### config.mk
export PLATFORM = sky130hd
export DESIGN_NAME = regbank_write_demux_flat
export DESIGN_NICKNAME = d
export VERILOG_FILES = /design/src/rtl/regbank_write_demux_pkg.sv /design/src/rtl/regbank_write_demux_if.sv /design/src/rtl/regbank_write_demux_addr_decode.sv /design/src/rtl/regbank_write_demux.sv /design/src/flat_wrapper.sv
export SDC_FILE = /design/constraint.sdc
export NUM_CORES = 1
export LEC_CHECK = 0
export BUFFER_PORTS_ARGS = -buffer_cell sky130_fd_sc_hd__clkbuf_2
export CAP_MARGIN = 5
export CORE_MARGIN = 2
export CORE_UTILIZATION = 40
export CTS_CLUSTER_SIZE = 30
export DETAILED_ROUTE_END_ITERATION = 8
export PLACE_DENSITY = 0.63
export SLEW_MARGIN = 20
export SYNTH_ARGS = -nofsm -noshare
export SYNTH_HDL_FRONTEND = slang
export SYNTH_HIERARCHICAL = 1
export SYNTH_SLANG_ARGS = --single-unit
### constraint.sdc
create_clock -name clk -period 2.3 [get_ports clk]
set_input_delay 0.115 -clock clk [delete_from_list [all_inputs] [get_ports clk]]
set_output_delay 0.115 -clock clk [all_outputs]
set_load 0.01 [all_outputs]
### src/rtl/regbank_write_demux_pkg.sv
`default_nettype none
// ============================================================================
// Module   : regbank_write_demux_pkg
// Purpose  : Shared constants and FSM state encoding for the register-bank
//            write side (regbank_write_demux and its decoder / interface).
// Contents : REGBANK_NREGS / REGBANK_DW / REGBANK_AW sizes, state_t enum.
// Revision : 1.0 - initial release
// ============================================================================
package regbank_write_demux_pkg;

  localparam int REGBANK_NREGS = 8;
  localparam int REGBANK_DW    = 8;
  localparam int REGBANK_AW    = 3;

  typedef enum logic {
    ST_IDLE  = 1'b0,
    ST_CLEAR = 1'b1
  } state_t;

endpackage : regbank_write_demux_pkg
`default_nettype wire

### src/rtl/regbank_write_demux_if.sv
`default_nettype none
// ============================================================================
// Module   : regbank_write_demux_if
// Purpose  : Bundles the write handshake, clear control, debug observe and
//            read port of the register bank write side.
// Modports : slave  - the register bank (drives ready/busy/done/regs/rd_data)
//            master - the requester (drives valid/addr/data/clr_req/rd_addr)
// Revision : 1.0 - initial release
// ============================================================================
interface regbank_write_demux_if;
  import regbank_write_demux_pkg::*;

  logic                                wr_valid;
  logic                                wr_ready;
  logic [REGBANK_AW-1:0]               wr_addr;
  logic [REGBANK_DW-1:0]               wr_data;
  logic                                clr_req;
  logic                                clr_busy;
  logic [REGBANK_NREGS-1:0]            wr_en_onehot;
  logic                                wr_done;
  logic [REGBANK_NREGS*REGBANK_DW-1:0] regs_flat;
  logic [REGBANK_AW-1:0]               rd_addr;
  logic [REGBANK_DW-1:0]               rd_data;

  modport slave (
    input  wr_valid, wr_addr, wr_data, clr_req, rd_addr,
    output wr_ready, clr_busy, wr_en_onehot, wr_done, regs_flat, rd_data
  );

  modport master (
    output wr_valid, wr_addr, wr_data, clr_req, rd_addr,
    input  wr_ready, clr_busy, wr_en_onehot, wr_done, regs_flat, rd_data
  );

endinterface : regbank_write_demux_if
`default_nettype wire

### src/rtl/regbank_write_demux_addr_decode.sv
`default_nettype none
// ============================================================================
// Module   : regbank_addr_decode
// Purpose  : Combinational 3-to-8 one-hot decoder with enable.
// Ports    : i_addr   - register index
//            i_en     - when low the output is all zeros
//            o_onehot - one-hot select, bit i_addr set when enabled
// Revision : 1.0 - initial release
// ============================================================================
module regbank_addr_decode
  import regbank_write_demux_pkg::*;
(
  input  wire logic [REGBANK_AW-1:0]    i_addr,
  input  wire logic                     i_en,
  output logic      [REGBANK_NREGS-1:0] o_onehot
);

  always_comb begin
    o_onehot = '0;
    if (i_en) begin
      o_onehot[i_addr] = 1'b1;
    end
  end

endmodule : regbank_addr_decode
`default_nettype wire

### src/rtl/regbank_write_demux.sv
`default_nettype none
// ============================================================================
// Module   : regbank_write_demux
// Purpose  : Write side of the 8x8-bit CPU register bank. Writes arrive on a
//            valid/ready handshake, are staged for one cycle and committed to
//            the addressed register. A clear sequencer zeroes one register
//            per cycle; a combinational read port returns reg[rd_addr].
// Ports    : clk   - system clock, rising edge
//            rst_n - synchronous active-low reset
//            bus   - regbank_write_demux_if.slave (handshake, clear, observe,
//                    read port, flattened register outputs)
// Options  : REGBANK_WRITE_BYPASS_EN - read port forwards a staged write and
//            reports registers already/currently being cleared as zero.
// Revision : 1.0 - initial release
// ============================================================================
module regbank_write_demux
  import regbank_write_demux_pkg::*;
(
  input  wire logic            clk,
  input  wire logic            rst_n,
  regbank_write_demux_if.slave bus
);

  localparam int NREGS = REGBANK_NREGS;
  localparam int DW    = REGBANK_DW;
  localparam int AW    = REGBANK_AW;

  state_t               r_state;
  state_t               w_state_nxt;
  logic [AW-1:0]        r_cnt;
  logic                 r_stg_valid;
  logic [AW-1:0]        r_stg_addr;
  logic [DW-1:0]        r_stg_data;
  logic [NREGS-1:0]     r_wr_en_onehot;
  logic                 r_wr_done;
  logic                 r_clr_busy;
  logic [DW-1:0]        r_regs [NREGS];

  logic                 w_ready;
  logic                 w_accept;
  logic [NREGS-1:0]     w_stg_onehot;
  logic [NREGS-1:0]     w_clr_onehot;
  logic [DW-1:0]        w_rd_data;
  logic [NREGS*DW-1:0]  w_regs_flat;

  // clr_req outranks a simultaneous write so the clear never races a new one.
  assign w_ready  = (r_state == ST_IDLE) && !bus.clr_req;
  assign w_accept = bus.wr_valid && w_ready;

  // Decode of the write being accepted; registered into wr_en_onehot.
  regbank_addr_decode u_stg_decode (
    .i_addr   (bus.wr_addr),
    .i_en     (w_accept),
    .o_onehot (w_stg_onehot)
  );

  // Decode of the register zeroed by the clear sequencer this cycle.
  regbank_addr_decode u_clr_decode (
    .i_addr   (r_cnt),
    .i_en     (r_state == ST_CLEAR),
    .o_onehot (w_clr_onehot)
  );

  always_ff @(posedge clk) begin
    if (!rst_n) begin
      r_state <= ST_IDLE;
    end else begin
      r_state <= w_state_nxt;
    end
  end

  always_comb begin
    w_state_nxt = r_state;
    case (r_state)
      ST_IDLE:  if (bus.clr_req) w_state_nxt = ST_CLEAR;
      ST_CLEAR: if (r_cnt == AW'(NREGS - 1)) w_state_nxt = ST_IDLE;
      default:  w_state_nxt = ST_IDLE;
    endcase
  end

  always_ff @(posedge clk) begin
    if (!rst_n) begin
      r_cnt          <= '0;
      r_stg_valid    <= 1'b0;
      r_stg_addr     <= '0;
      r_stg_data     <= '0;
      r_wr_en_onehot <= '0;
      r_wr_done      <= 1'b0;
      r_clr_busy     <= 1'b0;
      for (int i = 0; i < NREGS; i++) begin
        r_regs[i] <= '0;
      end
    end else begin
      r_stg_valid    <= w_accept;
      r_wr_en_onehot <= w_stg_onehot;
      r_wr_done      <= r_stg_valid;
      r_clr_busy     <= (w_state_nxt == ST_CLEAR);
      if (w_accept) begin
        r_stg_addr <= bus.wr_addr;
        r_stg_data <= bus.wr_data;
      end
      // Natural AW-bit wrap brings the counter back to 0 after reg 7.
      if (r_state == ST_CLEAR) begin
        r_cnt <= r_cnt + 1'b1;
      end else begin
        r_cnt <= '0;
      end
      // A staged write and a clear step never share an edge: nothing is
      // accepted on the edge entering CLEAR or while in it.
      if (r_stg_valid) begin
        r_regs[r_stg_addr] <= r_stg_data;
      end
      for (int i = 0; i < NREGS; i++) begin
        if (w_clr_onehot[i]) begin
          r_regs[i] <= '0;
        end
      end
    end
  end

  always_comb begin
    w_rd_data = r_regs[bus.rd_addr];
`ifdef REGBANK_WRITE_BYPASS_EN
    if (r_stg_valid && (r_stg_addr == bus.rd_addr)) begin
      w_rd_data = r_stg_data;
    end
    if ((r_state == ST_CLEAR) && (bus.rd_addr <= r_cnt)) begin
      w_rd_data = '0;
    end
`endif
  end

  for (genvar gi = 0; gi < NREGS; gi++) begin : g_flat
    assign w_regs_flat[gi*DW +: DW] = r_regs[gi];
  end

  assign bus.wr_ready     = w_ready;
  assign bus.clr_busy     = r_clr_busy;
  assign bus.wr_en_onehot = r_wr_en_onehot;
  assign bus.wr_done      = r_wr_done;
  assign bus.regs_flat    = w_regs_flat;
  assign bus.rd_data      = w_rd_data;

endmodule : regbank_write_demux
`default_nettype wire

### src/flat_wrapper.sv
// flat-port wrapper written by rule: the top's interface ports become plain ports
module regbank_write_demux_flat import regbank_write_demux_pkg::*;
  (clk, rst_n, bus_wr_valid, bus_wr_addr, bus_wr_data, bus_clr_req, bus_rd_addr, bus_wr_ready, bus_clr_busy, bus_wr_en_onehot, bus_wr_done, bus_regs_flat, bus_rd_data);
  regbank_write_demux_if bus_i ();
  input  wire logic clk;
  input  wire logic rst_n;
  input wire logic [$bits(bus_i.wr_valid)-1:0] bus_wr_valid;
  input wire logic [$bits(bus_i.wr_addr)-1:0] bus_wr_addr;
  input wire logic [$bits(bus_i.wr_data)-1:0] bus_wr_data;
  input wire logic [$bits(bus_i.clr_req)-1:0] bus_clr_req;
  input wire logic [$bits(bus_i.rd_addr)-1:0] bus_rd_addr;
  output wire logic [$bits(bus_i.wr_ready)-1:0] bus_wr_ready;
  output wire logic [$bits(bus_i.clr_busy)-1:0] bus_clr_busy;
  output wire logic [$bits(bus_i.wr_en_onehot)-1:0] bus_wr_en_onehot;
  output wire logic [$bits(bus_i.wr_done)-1:0] bus_wr_done;
  output wire logic [$bits(bus_i.regs_flat)-1:0] bus_regs_flat;
  output wire logic [$bits(bus_i.rd_data)-1:0] bus_rd_data;
  assign bus_i.wr_valid = bus_wr_valid;
  assign bus_i.wr_addr = bus_wr_addr;
  assign bus_i.wr_data = bus_wr_data;
  assign bus_i.clr_req = bus_clr_req;
  assign bus_i.rd_addr = bus_rd_addr;
  assign bus_wr_ready = bus_i.wr_ready;
  assign bus_clr_busy = bus_i.clr_busy;
  assign bus_wr_en_onehot = bus_i.wr_en_onehot;
  assign bus_wr_done = bus_i.wr_done;
  assign bus_regs_flat = bus_i.regs_flat;
  assign bus_rd_data = bus_i.rd_data;
  regbank_write_demux u_core (.clk(clk), .rst_n(rst_n), .bus(bus_i));
endmodule
Word-level counts from Yosys, hierarchy flattened
Memories as Yosys holds them, arrays and structs flattened.
Index checks and enable logic that the tools add are counted.
- register bits after elaboration: 25
- RAM bits: 64
- input port bits: 18
- output and inout bits: 83
- word-level logic and storage cells: 106
- memories kept: 1
- memory list (memory ; words ; width ; rd ports ; clocked after Yosys merged registers in ; write ports ; line ; source):
    u_core.r_regs ; 8 ; 8 ; 9 ; 0 ; 9 ; regbank_write_demux.sv:37 ; logic [DW-1:0] r_regs [NREGS];
- $add $sub $neg: 1
- order comparisons: 4
- equal/unequal tests: 9
- mux-type cells: 44
- bitwise gates (word level): 33
- reductions and logical operators: 7
- operators with widths (cell ; number):
    $mux 8 ; 9
    $mux 1 ; 32
    $eq 3x3->1 const B ; 9
    $and 1x1->1 ; 16
    $not 1->1 ; 9
    $lt 3x4->1 const B ; 2
    $or 1x1->1 ; 8
    $demux 1 s3 ; 2
    $ge 3x1->1 const B ; 2
    $logic_and 1x1->1 ; 4
    $reduce_and 2->1 ; 2
    $add 3x1->3 const B ; 1
    $pmux 1 s2 ; 1
    $logic_not 1->1 ; 1

Longest topological paths before layout
Gate-level depths: netlist (run 1).
- word-level depth: 18
- mapped depth: 5

Hierarchy
The synthesis (run 1) kept the hierarchy.
- modules (own cells, without submodules) (module ; times used ; cells each ; area an instance (µm²) ; sequential area each (µm²)):
    regbank_write_demux ; 1 ; 284 ; 3888.7 ; 2422.3
    regbank_addr_decode at u_core.u_stg_decode ; 1 ; 8 ; 96.3 ; 0.0
    regbank_addr_decode at u_core.u_clr_decode ; 1 ; 8 ; 95.1 ; 0.0

Worst setup path after synthesis (run 1)
No wires, ideal clock.
- path kind: reg2reg
- start: register u_core.r_stg_addr[1]
- end: memory u_core/r_regs[0][0] in the netlist's numbering, enable pin
- data arrival time: 1.652 ns
- slack: 0.244 ns
- cell stages (with the launch flop): 3
- path through: dfxtp_1 > nand2b_1 > o311ai_0
- RTL lines (element ; line ; source):
    start: declaration ; regbank_write_demux.sv:32 ; logic [AW-1:0] r_stg_addr;
    start signal: assignment ; regbank_write_demux.sv:99 ; r_stg_addr <= bus.wr_addr;
    end: declaration ; regbank_write_demux.sv:37 ;

==> metrics list, run 1 <==
- The run finished with clean final reports.
- Headroom to the max-slew limit: 63.97%
* Number of inserted diodes: 0
- Of all nets on the critical path, the largest fanout is 2.
- In this run, synthesis produced a sequential element count of 89.
* Clk sink count: 89
- Top cell type's share of synthesized area: 47.10%
- Distinct cells, synth: 33
- Drt initial violations: 165
- Critical path class: reg -> out
* Static Leak: 0.002113 uW
* Transition at the pin with the smallest max-transition slack: 0.5397 ns
- The number of hold violations in the final report is 0.
- Worst-case register-to-register setup slack: 0.57 ns
- After layout, the worst setup slack is 0.4110 ns.
- Routability-driven placement finished with a final weighted congestion of 0.8242.
- Synthesized area divided by synthesized cell count: 13.60 um^2
- Cell types with the highest counts after synthesis: sky130_fd_sc_hd__edfxtp_1, sky130_fd_sc_hd__and2_1, sky130_fd_sc_hd__nor2_1, sky130_fd_sc_hd__dfxtp_1, sky130_fd_sc_hd__nand2_1
- Summed over all nets, the switching power comes to 785.1 uW.
- For this run, the top clock speed supported by timing is 529.4 MHz.
* Worst Path Required: 2.18 ns
- The wire-length estimate of the detail-placed layout is 7346 um.
- CTS clock-pin slew for the worst setup and hold paths: 0.08 ns
* Final total negative setup slack: 0 ns
- For this run, the number of Yosys warnings is 6.
* Width of the die: 105.0 um
* Relative contribution of the clock network to total power: 35.7%
- For the worst-skew pair, the clock arrives at the later sink with an insertion delay of 0.37 ns.
- Number of fill cells in the layout: 897
- The net count of the finished layout is 441.
- Seq. cell area: 0.002422 mm^2
- Placeable core region: 0.009819 mm^2
- Rows: 36
- After synthesis, the cell types taking the most area are sky130_fd_sc_hd__edfxtp_1, sky130_fd_sc_hd__dfxtp_1, sky130_fd_sc_hd__mux4_1.
- The number of nets in the synthesized netlist is 320.
- The post-route netlist has 35.92% of its cells at a drive strength greater than 1.
- Power density over the cells: 652.2 mW/mm^2
* Compound-gate portion of the synthesized area: 3.496%
- Average wire per standard cell: 17.91 um
- Number of buffers created by CTS: 9
* Proportion of synthesized area in mux cells: 12.76%
- Worst hold start: bus_wr_addr[1]
- The share of the Yosys chip area taken by registers is 59.37%.
- R2r startpoint: u_core/bus.clr_busy$_SDFF_PN0_
- Fraction of the mapped netlist area in adder cells: 0.6133%
* Max-cap check violation count: 0
- Combinational family with the most area after synthesis: simple AND/OR/NAND/NOR gates
- Combinational logic is responsible for 9.2% of the overall power.
- Of the available clock period, the critical path in the final layout requires 82.13%.
- Min-Delay Endpoint: u_core/r_stg_addr[1]$_SDFFE_PN0P_
* Kind of start point of the critical path: register
* Share of total power consumed by net switching: 23.70%
- The final layout contains routed wiring with a total length of 10010 um.
- Internal power summed over all cells: 2527 uW
* Crit path DAT: 1.77 ns
- Setup violations remaining at the end of the flow were counted as 0.
* Share of the core filled with cells in the final layout: 51.72%
- GRT Total Usage: 18.39%
* Most frequently used cell type in the post-synthesis netlist: sky130_fd_sc_hd__edfxtp_1
* Buffer levels on the longest clock path: 2
- FF-to-FF path depth: 4
- After detailed routing, the number of remaining DRC violations is 0.
- The first detailed-routing pass ran for 4 iterations.
* First-pass GRT wire length: 15190 um
- Clock skew on the completed layout was measured at 0.01194 ns.
- Share of synthesized registers carrying an async set or reset: 0%
- Measured along the y axis, the die boundary spans 105.0 um.
- The worst register-to-register path ends at u_core/bus.wr_en_onehot[0]$_SDFF_PN0_.
- Port Buffers: 100
- STA classifies the critical path endpoint as an output port.
- TritonCTS built the clock tree.
* Antenna violations before repair: 0
* Buffer cell driving the clock tree root: sky130_fd_sc_hd__clkbuf_8
- Setup repair after global routing left no endpoint under its margin.
- For this configuration, the core starts out at a cell density of 41.55%.
- In this run, synthesis inferred 64 flip-flops with an integrated enable.
* Post-synthesis instance area: 0.004080 mm^2
- The total overflow left after global routing is 0.
- Min cycle time layout: 1.889 ns
- Antenna viol nets, final: 0
- Sequential cells burn 55.1% of the power.
- Area fraction in and, or, nand and nor cells after synthesis: 21.47%
- The max-slew violation count came to 0.
* Number of standard cells after synthesis: 300
* Hold Crit Depth: 3
- Total number of H-tree levels: 3
- Summing all multi-input logic gate instances after layout gives 0.001564 mm^2.
* Most used DFF post-synth: sky130_fd_sc_hd__edfxtp_1
- Via count: 2798
- Synthesized-area fraction occupied by xor and xnor cells: 0%
- Maximum VDD drop: 0.3397 mV
- The number of setup buffers added after CTS is 0.
- Largest net degree at the start of global routing: 25
- The number of global-route vias before repair was 2730.
* IO Count: 101
* Smallest hold slack: 0.09131 ns
* Via-per-instance ratio: 5.005
- Pre-CTS setup slack: 0.5448 ns
* Cell type with the highest aggregate area in the netlist: sky130_fd_sc_hd__edfxtp_1
- Relative area change from synthesis to final layout: 24.47%
- Type of the tightest min-delay check: in -> reg
* Die ar.: 0.01102 mm^2
routing by layer:
layer	wire [um]	GRT usage (%)	vias up
li1	-	-	1349
met3	597	5.303	8
met4	90	4.571	0
met1	4415	23.43	1339
met5	0	0	-
met2	4909	30.89	102
state kept, by name, indices dropped and copies added (netlist names):
name	flops
u_core/bus.wr_en_onehot	8
u_core/r_stg_valid	1
u_core/r_stg_data	8
u_core/bus.clr_busy	1
u_core/r_stg_addr	3
u_core/r_regs	64
u_core/bus.wr_done	1
u_core/r_cnt	3
worst max-delay path, stage by stage (launching register included):
cell and delay, ns:
sky130_fd_sc_hd__edfxtp_1 0.47, sky130_fd_sc_hd__mux4_1 0.54, sky130_fd_sc_hd__mux2_2 0.27, sky130_fd_sc_hd__clkbuf_2 0.13
repair_timing:
item	CTS	global route
hold buffers	8	0
hold endpoints to repair	8	0
gates resized for setup	0	0
layout make-up:
| type | count | area share [%] |
|---|---|---|
| clock buffers | 9 | 2.439 |
| clock inverters | 7 | 1.848 |
| inverters | 6 | 0.4435 |
| multi-input cells | 193 | 30.80 |
| flip-flops and latches | 89 | 47.70 |
| well taps | 133 | 3.277 |
| repair buffers | 122 | 13.50 |
placed cells by master (no fill, tap or decap), types with 2 or more instances in the layout:
| cell | netlist | routed |
|---|---|---|
| sky130_fd_sc_hd__inv_1 | 6 | 6 |
| sky130_fd_sc_hd__edfxtp_1 | 64 | 64 |
| sky130_fd_sc_hd__o311ai_1 | 0 | 3 |
| sky130_fd_sc_hd__nor2b_1 | 5 | 5 |
| sky130_fd_sc_hd__mux2_2 | 8 | 8 |
| sky130_fd_sc_hd__nor2_1 | 36 | 36 |
| sky130_fd_sc_hd__buf_4 | 0 | 14 |
| sky130_fd_sc_hd__and4_2 | 2 | 2 |
| sky130_fd_sc_hd__dlygate4sd3_1 | 0 | 8 |
| sky130_fd_sc_hd__nand3_1 | 3 | 3 |
| sky130_fd_sc_hd__nand2b_1 | 11 | 11 |
| sky130_fd_sc_hd__ha_1 | 2 | 2 |
| sky130_fd_sc_hd__o21ai_0 | 5 | 5 |
| sky130_fd_sc_hd__mux4_1 | 16 | 16 |
| sky130_fd_sc_hd__nor4b_2 | 4 | 4 |
| sky130_fd_sc_hd__clkbuf_8 | 0 | 9 |
| sky130_fd_sc_hd__and4bb_1 | 2 | 2 |
| sky130_fd_sc_hd__and2_1 | 43 | 43 |
| sky130_fd_sc_hd__and4bb_2 | 4 | 4 |
| sky130_fd_sc_hd__and4b_2 | 5 | 5 |
| sky130_fd_sc_hd__dfxtp_1 | 25 | 25 |
| sky130_fd_sc_hd__clkbuf_2 | 0 | 100 |
| sky130_fd_sc_hd__bufinv_16 | 0 | 2 |
| sky130_fd_sc_hd__and3_1 | 2 | 2 |
| sky130_fd_sc_hd__a21boi_0 | 10 | 10 |
| sky130_fd_sc_hd__nand2_1 | 25 | 25 |
kinds of logic (layout without fill, tap and decap cells):
family,after synthesis,count (layout)
AO/OA/AOI/OAI,20,20
adder cells (fa/ha/maj),2,2
buffers and inverters,18,144
flip-flops,89,89
multiplexers,25,25
AND/OR/NAND/NOR,146,146
metrics by stage:
step,cells,instance area (um^2),total power (uW)
6_report,559,5079,3312
5_1_grt,559,5079,3428
4_1_cts,559,5079,3341
3_5_place_dp,535,4781,2160
3_3_place_gp,535,4781,2155
2_1_floorplan,300,4080,2014
how the worst max path moves through the flow:
stage,from,to,slack [ns],cells past startpoint
final,u_core/r_regs[4][1]$_SDFFCE_PN0P_,bus_rd_data[1],0.41,3
after detailed placement,u_core/bus.clr_busy$_SDFF_PN0_,u_core/bus.wr_en_onehot[0]$_SDFF_PN0_,0.54,4
after CTS,u_core/r_regs[2][1]$_SDFFCE_PN0P_,bus_rd_data[1],0.40,3
after floorplan,u_core/r_stg_addr[1]$_SDFFE_PN0P_,u_core/r_regs[0][0]$_SDFFCE_PN0P_,0.24,2
after global routing,u_core/r_regs[2][0]$_SDFFCE_PN0P_,bus_rd_data[0],0.38,3
after global placement,u_core/bus.clr_busy$_SDFF_PN0_,u_core/bus.wr_en_onehot[2]$_SDFF_PN0_,0.58,4
power groups by stage:
| stage | Clock (uW) | Sequential (uW) | Combinational, uW |
|---|---|---|---|
| after global routing | 1260 | 1830 | 331 |
| after detailed placement | 0 | 1860 | 297 |
| after global placement | 0 | 1860 | 293 |
| final | 1180 | 1830 | 306 |
| after CTS | 1210 | 1830 | 308 |
| after floorplan | 0 | 1860 | 151 |
Power figures use the tool's default switching activity.
==> run 2, diff against run 1 <==
--- a/config.mk
+++ b/config.mk
@@ -11,7 +11,7 @@
 export CORE_UTILIZATION = 40
 export CTS_CLUSTER_SIZE = 30
 export DETAILED_ROUTE_END_ITERATION = 8
-export PLACE_DENSITY = 0.63
+export PLACE_DENSITY = 0.65
 export SLEW_MARGIN = 20
 export SYNTH_ARGS = -nofsm -noshare
 export SYNTH_HDL_FRONTEND = slang
==> constraint.sdc (replaced) <==
create_clock -name clk -period 1.56 [get_ports clk]
set_input_delay 0.078 -clock clk [delete_from_list [all_inputs] [get_ports clk]]
set_output_delay 0.078 -clock clk [all_outputs]
set_load 0.01 [all_outputs]
==> metrics list, run 2 (synthesized netlist as in run 1, its figures left out) <==
- Static Leak: 0.002223 uW
- Detailed routing inserted a total of 2929 vias.
- For this run, the share of the core covered by cells in the final layout is 54.66%.
- The HPWL after detailed placement is 6985 um.
- Unrepaired setup endpoints after global routing: yes
- 0 antenna diodes ended up in the layout.
- TritonCTS built the clock tree.
- STA puts the critical path data required time at 1.48 ns.
- Counting I/O delays and the setup requirement, the final critical path takes 1.789 ns.
- The layout has 888 filler cells.
- Y dimension of the die: 105.0 um
- Inst Count DP: 548
- The tightest hold path in the finished design has a slack of 0.04376 ns.
- Width of the die: 105.0 um
- Largest net degree at the start of global routing: 24
- Buffer cell driving the clock tree root: sky130_fd_sc_hd__clkbuf_8
- The first global-routing pass estimated 15950 um of wire.
- Top library cells by usage in the layout, fill and taps aside: sky130_fd_sc_hd__clkbuf_2, sky130_fd_sc_hd__edfxtp_1, sky130_fd_sc_hd__buf_4, sky130_fd_sc_hd__and2_1, sky130_fd_sc_hd__nor2_1
* Rows: 36
* CP Capture Type: output port
- Power density over the cells: 896.7 mW/mm^2
- Clk sink count: 89
- R2r startpoint: u_core/r_stg_valid$_SDFF_PN0_
* Final cell count without fillers: 593
* Worst hold start: bus_wr_addr[0]
- The worst-case IR drop observed on VDD is 0.3889 mV.
* Buffer levels on the longest clock path: 2
- In the final routed layout, each cell accounts on average for 17.07 um.
- Max-slew violations: 0
- Headroom to the max-slew limit: 45.45%
- Transition at the pin with the smallest max-transition slack: 0.8170 ns
* Max FFs per register: 64
* DRC errors left: 0
- Counting flops per register, the top entry is u_core/r_regs.
* Final-stage net count: 475
- For this design the top-level I/O count stands at 101.
- Met1 Use GR: 24.59%
- Pre-antenna DRT Iters: 4
- Launching element of the worst setup path: u_core/r_regs[6][1]$_SDFFCE_PN0P_
- Type of the tightest min-delay check: in -> reg
- Result of the run: complete, but fails checks
- Die ar.: 0.01102 mm^2
- GRT Total Usage: 19.13%
- Final GP Congestion: 0.7915
- Clock latency at the later pin of the worst-skew pair: 0.37 ns
- GR met2 Demand/Resource: 31.40%
- Of all nets on the critical path, the largest fanout is 2.
- Initial core utilization: 41.55%
- Total number of H-tree levels: 3
- The core region is 0.009819 mm^2.
- Number of hold violations in the final report: 0
* Antenna viol nets, final: 0
- After global routing the overflow that remains totals 0.
- Via-per-instance ratio: 4.939
- Compared with the post-synthesis result, the final layout area differs by 31.55%.
- Final period utilization: 114.7%
- Global routing used 5.303% of the available met3 tracks.
- Max Fclk: 559.0 MHz
- After clock tree synthesis, the clock-pin slew on the worst setup and hold paths is 0.09 ns.
- Most used routing layer: met2
- The count of buffers added on input and output ports is 100.
- Crit path DAT: 1.71 ns
* Violated checks: setup timing
- Number of buffers created by CTS: 9
* Share of post-route cells with drive strength above 1: 47.17%
- Wirelength, routed: 10130 um
- The initial antenna violation count was 0.
- Number of global-route vias before repair: 2891
- Clock skew on the completed layout was measured at 0.009124 ns.
- Max-cap check violation count: 0
- Kind of start point of the critical path: register
- Critical path class: reg -> out
- Setup violations remaining at the end of the flow were counted as 8.
- Drt initial violations: 192
* Most frequent standard cell in the layout excluding fill and tap cells: sky130_fd_sc_hd__clkbuf_2
- After layout, the worst setup slack is -0.2288 ns.
[run 2: changes by cell type in the layout (fill, tap and decap cells not counted), moves of 2 or more]
cell,change
sky130_fd_sc_hd__nand3_1,-2
sky130_fd_sc_hd__o311ai_2,+3
sky130_fd_sc_hd__mux2_2,-4
sky130_fd_sc_hd__dfxtp_2,+4
sky130_fd_sc_hd__mux4_1,-16
sky130_fd_sc_hd__buf_4,+32
sky130_fd_sc_hd__mux2_4,+4
sky130_fd_sc_hd__clkbuf_2,-3
sky130_fd_sc_hd__dfxtp_1,-4
sky130_fd_sc_hd__o311ai_1,-3
sky130_fd_sc_hd__buf_6,+4
sky130_fd_sc_hd__mux4_2,+16
[run 2: cell type report]
type	instances	area, um^2	area share [%]
Multi-Input combinational cell	193	1579	29.42
Clock inverter	7	70.07	1.305
Clock buffer	9	123.9	2.308
Timing Repair Buffer	156	975.9	18.18
Sequential cell	89	2427	45.22
Tap cell	133	166.4	3.100
Inverter	6	25.02	0.4662
[run 2: worst paths after layout]
path	end	slack, ns	cells past startpoint
max	bus_rd_data[1]	-0.23	3
min	u_core/r_stg_addr[0]$_SDFFE_PN0P_	0.04	3
max reg2reg	u_core/r_regs[2][0]$_SDFFCE_PN0P_	0.04	2
min reg2reg	u_core/r_stg_addr[2]$_SDFFE_PN0P_	0.51	2
[run 2: what timing repair did]
action                                 4_1_cts  5_1_grt
hold buffers                                 8        0
resized for setup                           14       30
setup buffers                               15        6
pin swaps                                    0        1
endpoints found under the hold margin        8        0
setup endpoints to repair                    8       99
gates cloned                                 0        0
[run 2: stage by stage]
stage / total power [uW] / setup WS [ns] / TNS [ns] / area [um^2]
after floorplan: 2972 / -0.1531 / -3.506 / 4088
after global placement: 3192 / 0.07613 / 0 / 4898
after detailed placement: 3204 / 0.03856 / 0 / 4898
after CTS: 4808 / -0.2351 / -1.826 / 5248
after global routing: 5001 / -0.2702 / -2.039 / 5368
final: 4813 / -0.2288 / -1.670 / 5368
[run 2: layer usage]
metal	up-vias	wire length (um)	part of all wire [%]
met4	0	141	1.4
li1	1403	-	-
met2	130	4953	49
met3	10	789	7.8
met5	-	0	0
met1	1386	4240	42
[run 2: where the power goes]
| part | leakage (uW) | total, uW | switching [uW] | internal [uW] |
|---|---|---|---|---|
| logic | 0.00125 | 561 | 279 | 282 |
| registers | 0.000875 | 2670 | 64.9 | 2610 |
| clock network | 0.0000955 | 1580 | 840 | 738 |
[run 2: worst max-delay path, stage by stage (launching register included)]
cell                       delay, ns
sky130_fd_sc_hd__edfxtp_1       0.40
sky130_fd_sc_hd__mux4_2         0.52
sky130_fd_sc_hd__mux2_4         0.29
sky130_fd_sc_hd__buf_6          0.12
==> run 3, diff against run 2 <==
--- a/config.mk
+++ b/config.mk
@@ -11,6 +11,7 @@
 export CORE_UTILIZATION = 40
 export CTS_CLUSTER_SIZE = 30
 export DETAILED_ROUTE_END_ITERATION = 8
+export MAX_ROUTING_LAYER = met4
 export PLACE_DENSITY = 0.65
 export SLEW_MARGIN = 20
 export SYNTH_ARGS = -nofsm -noshare
==> metrics list, run 3 (synthesized netlist as in run 1, its figures left out) <==
* Result of the run: complete, but fails checks
- Violated checks: setup timing
* Most frequent standard cell in the layout excluding fill and tap cells: sky130_fd_sc_hd__clkbuf_2
- The tool flagged a number of max-cap violations equal to 0.
- Clk sink count: 89
- Via-per-instance ratio: 4.938
- GRT Total Usage: 19.71%
- Sequential cell fraction of total power: 55.7%
- Max-slew violations: 0
* Worst Skew: 0.009320 ns
- Total grt overflow: 0
* Detailed-placement wirelength estimate: 6985 um
- Placeable core region: 0.009819 mm^2
- Via count: 2928
* Worst hold start: bus_wr_addr[2]
- Share of total power consumed by net switching: 24.44%
- Internal power summed over all cells: 3630 uW
* Unrepaired setup endpoints after global routing: yes
- The number of global-route vias before repair came to 2878.
- Port Buffers: 100
- Measured along the x axis, the die boundary spans 105.0 um.
* Number of inserted diodes: 0
- Power spread over the standard cell area amounts to 895.0 mW/mm^2.
- For this run, the post-layout net count is 475.
* R2r startpoint: u_core/r_stg_valid$_SDFF_PN0_
- Transition at the pin with the smallest max-transition slack: 0.8184 ns
- Switching Power: 1174 uW
- Buffer cell driving the clock tree root: sky130_fd_sc_hd__clkbuf_8
* Total number of H-tree levels: 3
* Maximum VDD drop: 0.3894 mV
- Final period utilization: 114.0%
- Antenna violations before repair: 0
- Number of hold violations in the final report: 0
- The worst setup path is captured at an output port.
* Top register by number of flip-flops: u_core/r_regs
- The worst hold path belongs to the class in -> reg.
* Drt initial violations: 174
- Top library cells by usage in the layout, fill and taps aside: sky130_fd_sc_hd__clkbuf_2, sky130_fd_sc_hd__edfxtp_1, sky130_fd_sc_hd__buf_4, sky130_fd_sc_hd__and2_1, sky130_fd_sc_hd__nor2_1
- Buffers inserted during clock tree synthesis total 9.
* Relative area change from synthesis to final layout: 31.55%
- Derived from the worst setup path, the maximum achievable clock frequency is 562.1 MHz.
* Share of the core filled with cells in the final layout: 54.66%
* IO Count: 101
* Final GP Congestion: 0.8027
- The register with the most flip-flops in the layout has 64 of them.
- In this run the remaining antenna-violating nets after routing total 0.
- Along the worst path, the maximum fanout reaches 2.
- In the final routed layout, each cell accounts on average for 16.92 um.
- Buffer levels on the longest clock path: 2
- Subtracting the final worst setup slack from the clock period gives 1.779 ns.
- Number of fill cells in the layout: 888
- Post-route setup slack: -0.2191 ns
* Launching element of the worst setup path: u_core/r_regs[6][1]$_SDFFCE_PN0P_
* First-pass GRT wire length: 15960 um
- Per report_power, the clock group accounts for 32.7% of the total.
* Pre-antenna DRT Iters: 4
- Initial core utilization: 41.55%
- Wirelength, routed: 10030 um
- Data on the critical path arrives at its endpoint at 1.70 ns.
* CTS tree: built
- CTS clock-pin slew for the worst setup and hold paths: 0.09 ns
- In the routed design, unresolved DRC markers number 0.
- Setup Viol. Count Final: 8
- Largest net degree at the start of global routing: 24
- Share of post-route cells with drive strength above 1: 47.17%
* Power, Total: 4804 uW
- Critical path class: reg -> out
* Die ar.: 0.01102 mm^2
* Static Leak: 0.002223 uW
- The worst setup path is launched from a register.
- Pre-CTS setup slack: 0.03856 ns
- Headroom to the max-slew limit: 45.35%
* Y dimension of the die: 105.0 um
* Clock latency at the later pin of the worst-skew pair: 0.37 ns
- Of the total power, combinational logic draws 11.6%.
- The floorplan has 36 rows.
* Worst Path Required: 1.48 ns
-- run 3: final cells by class --
cell class	count	area [um^2]	share of cell area (%)
clock buffers	9	123.9	2.308
well taps	133	166.4	3.100
repair buffers	156	975.9	18.18
inverters	6	25.02	0.4662
multi-input cells	193	1579	29.42
flip-flops and latches	89	2427	45.22
clock inverters	7	70.07	1.305
-- run 3: metal layers --
| layer | global-route usage [%] | vias to the layer above | part of all wire (%) |
|---|---|---|---|
| met5 | - | - | 0 |
| met4 | 6.000 | 0 | 1.4 |
| met3 | 5.115 | 8 | 6.2 |
| met2 | 31.31 | 115 | 50 |
| met1 | 24.88 | 1402 | 42 |
| li1 | - | 1403 | - |
-- run 3: worst paths after layout --
path	endpoint	slack [ns]	cells past startpoint
hold / removal	u_core/r_stg_addr[2]$_SDFFE_PN0P_	0.04	3
hold reg to reg	u_core/r_stg_addr[2]$_SDFFE_PN0P_	0.50	2
setup reg to reg	u_core/r_regs[2][0]$_SDFFCE_PN0P_	0.04	2
setup / recovery	bus_rd_data[1]	-0.22	3
-- run 3: worst max-delay path: stages (launching register included) --
cell                       delay (ns)
sky130_fd_sc_hd__edfxtp_1        0.40
sky130_fd_sc_hd__mux4_2          0.51
sky130_fd_sc_hd__mux2_4          0.29
sky130_fd_sc_hd__buf_6           0.12
-- run 3: what timing repair did --
item | 4_1_cts | 5_1_grt
endpoints found under the setup margin | 8 | 100
setup buffers | 15 | 6
pin swaps | 0 | 1
hold endpoints to repair | 8 | 0
resized for setup | 14 | 30
hold buffers | 8 | 0
-- run 3: power by group through the flow --
stage                     Sequential, uW  Clock, uW  Combinational [uW]
final                               2670       1570                 559
after global routing                2690       1710                 607
after detailed placement            2730          0                 478
after global placement              2720          0                 472
after floorplan                     2750          0                 225
after CTS                           2670       1610                 527
-- run 3: stage by stage --
stage               hold slack, ns  instance area, um^2  setup TNS (ns)  std cells
floorplan                   0.1989                 4088          -3.506        300
global placement            0.3166                 4898               0        548
detailed placement          0.3255                 4898               0        548
CTS                        0.01714                 5248          -1.826        587
global route               0.04717                 5368          -2.039        593
finish                     0.03889                 5368          -1.650        593
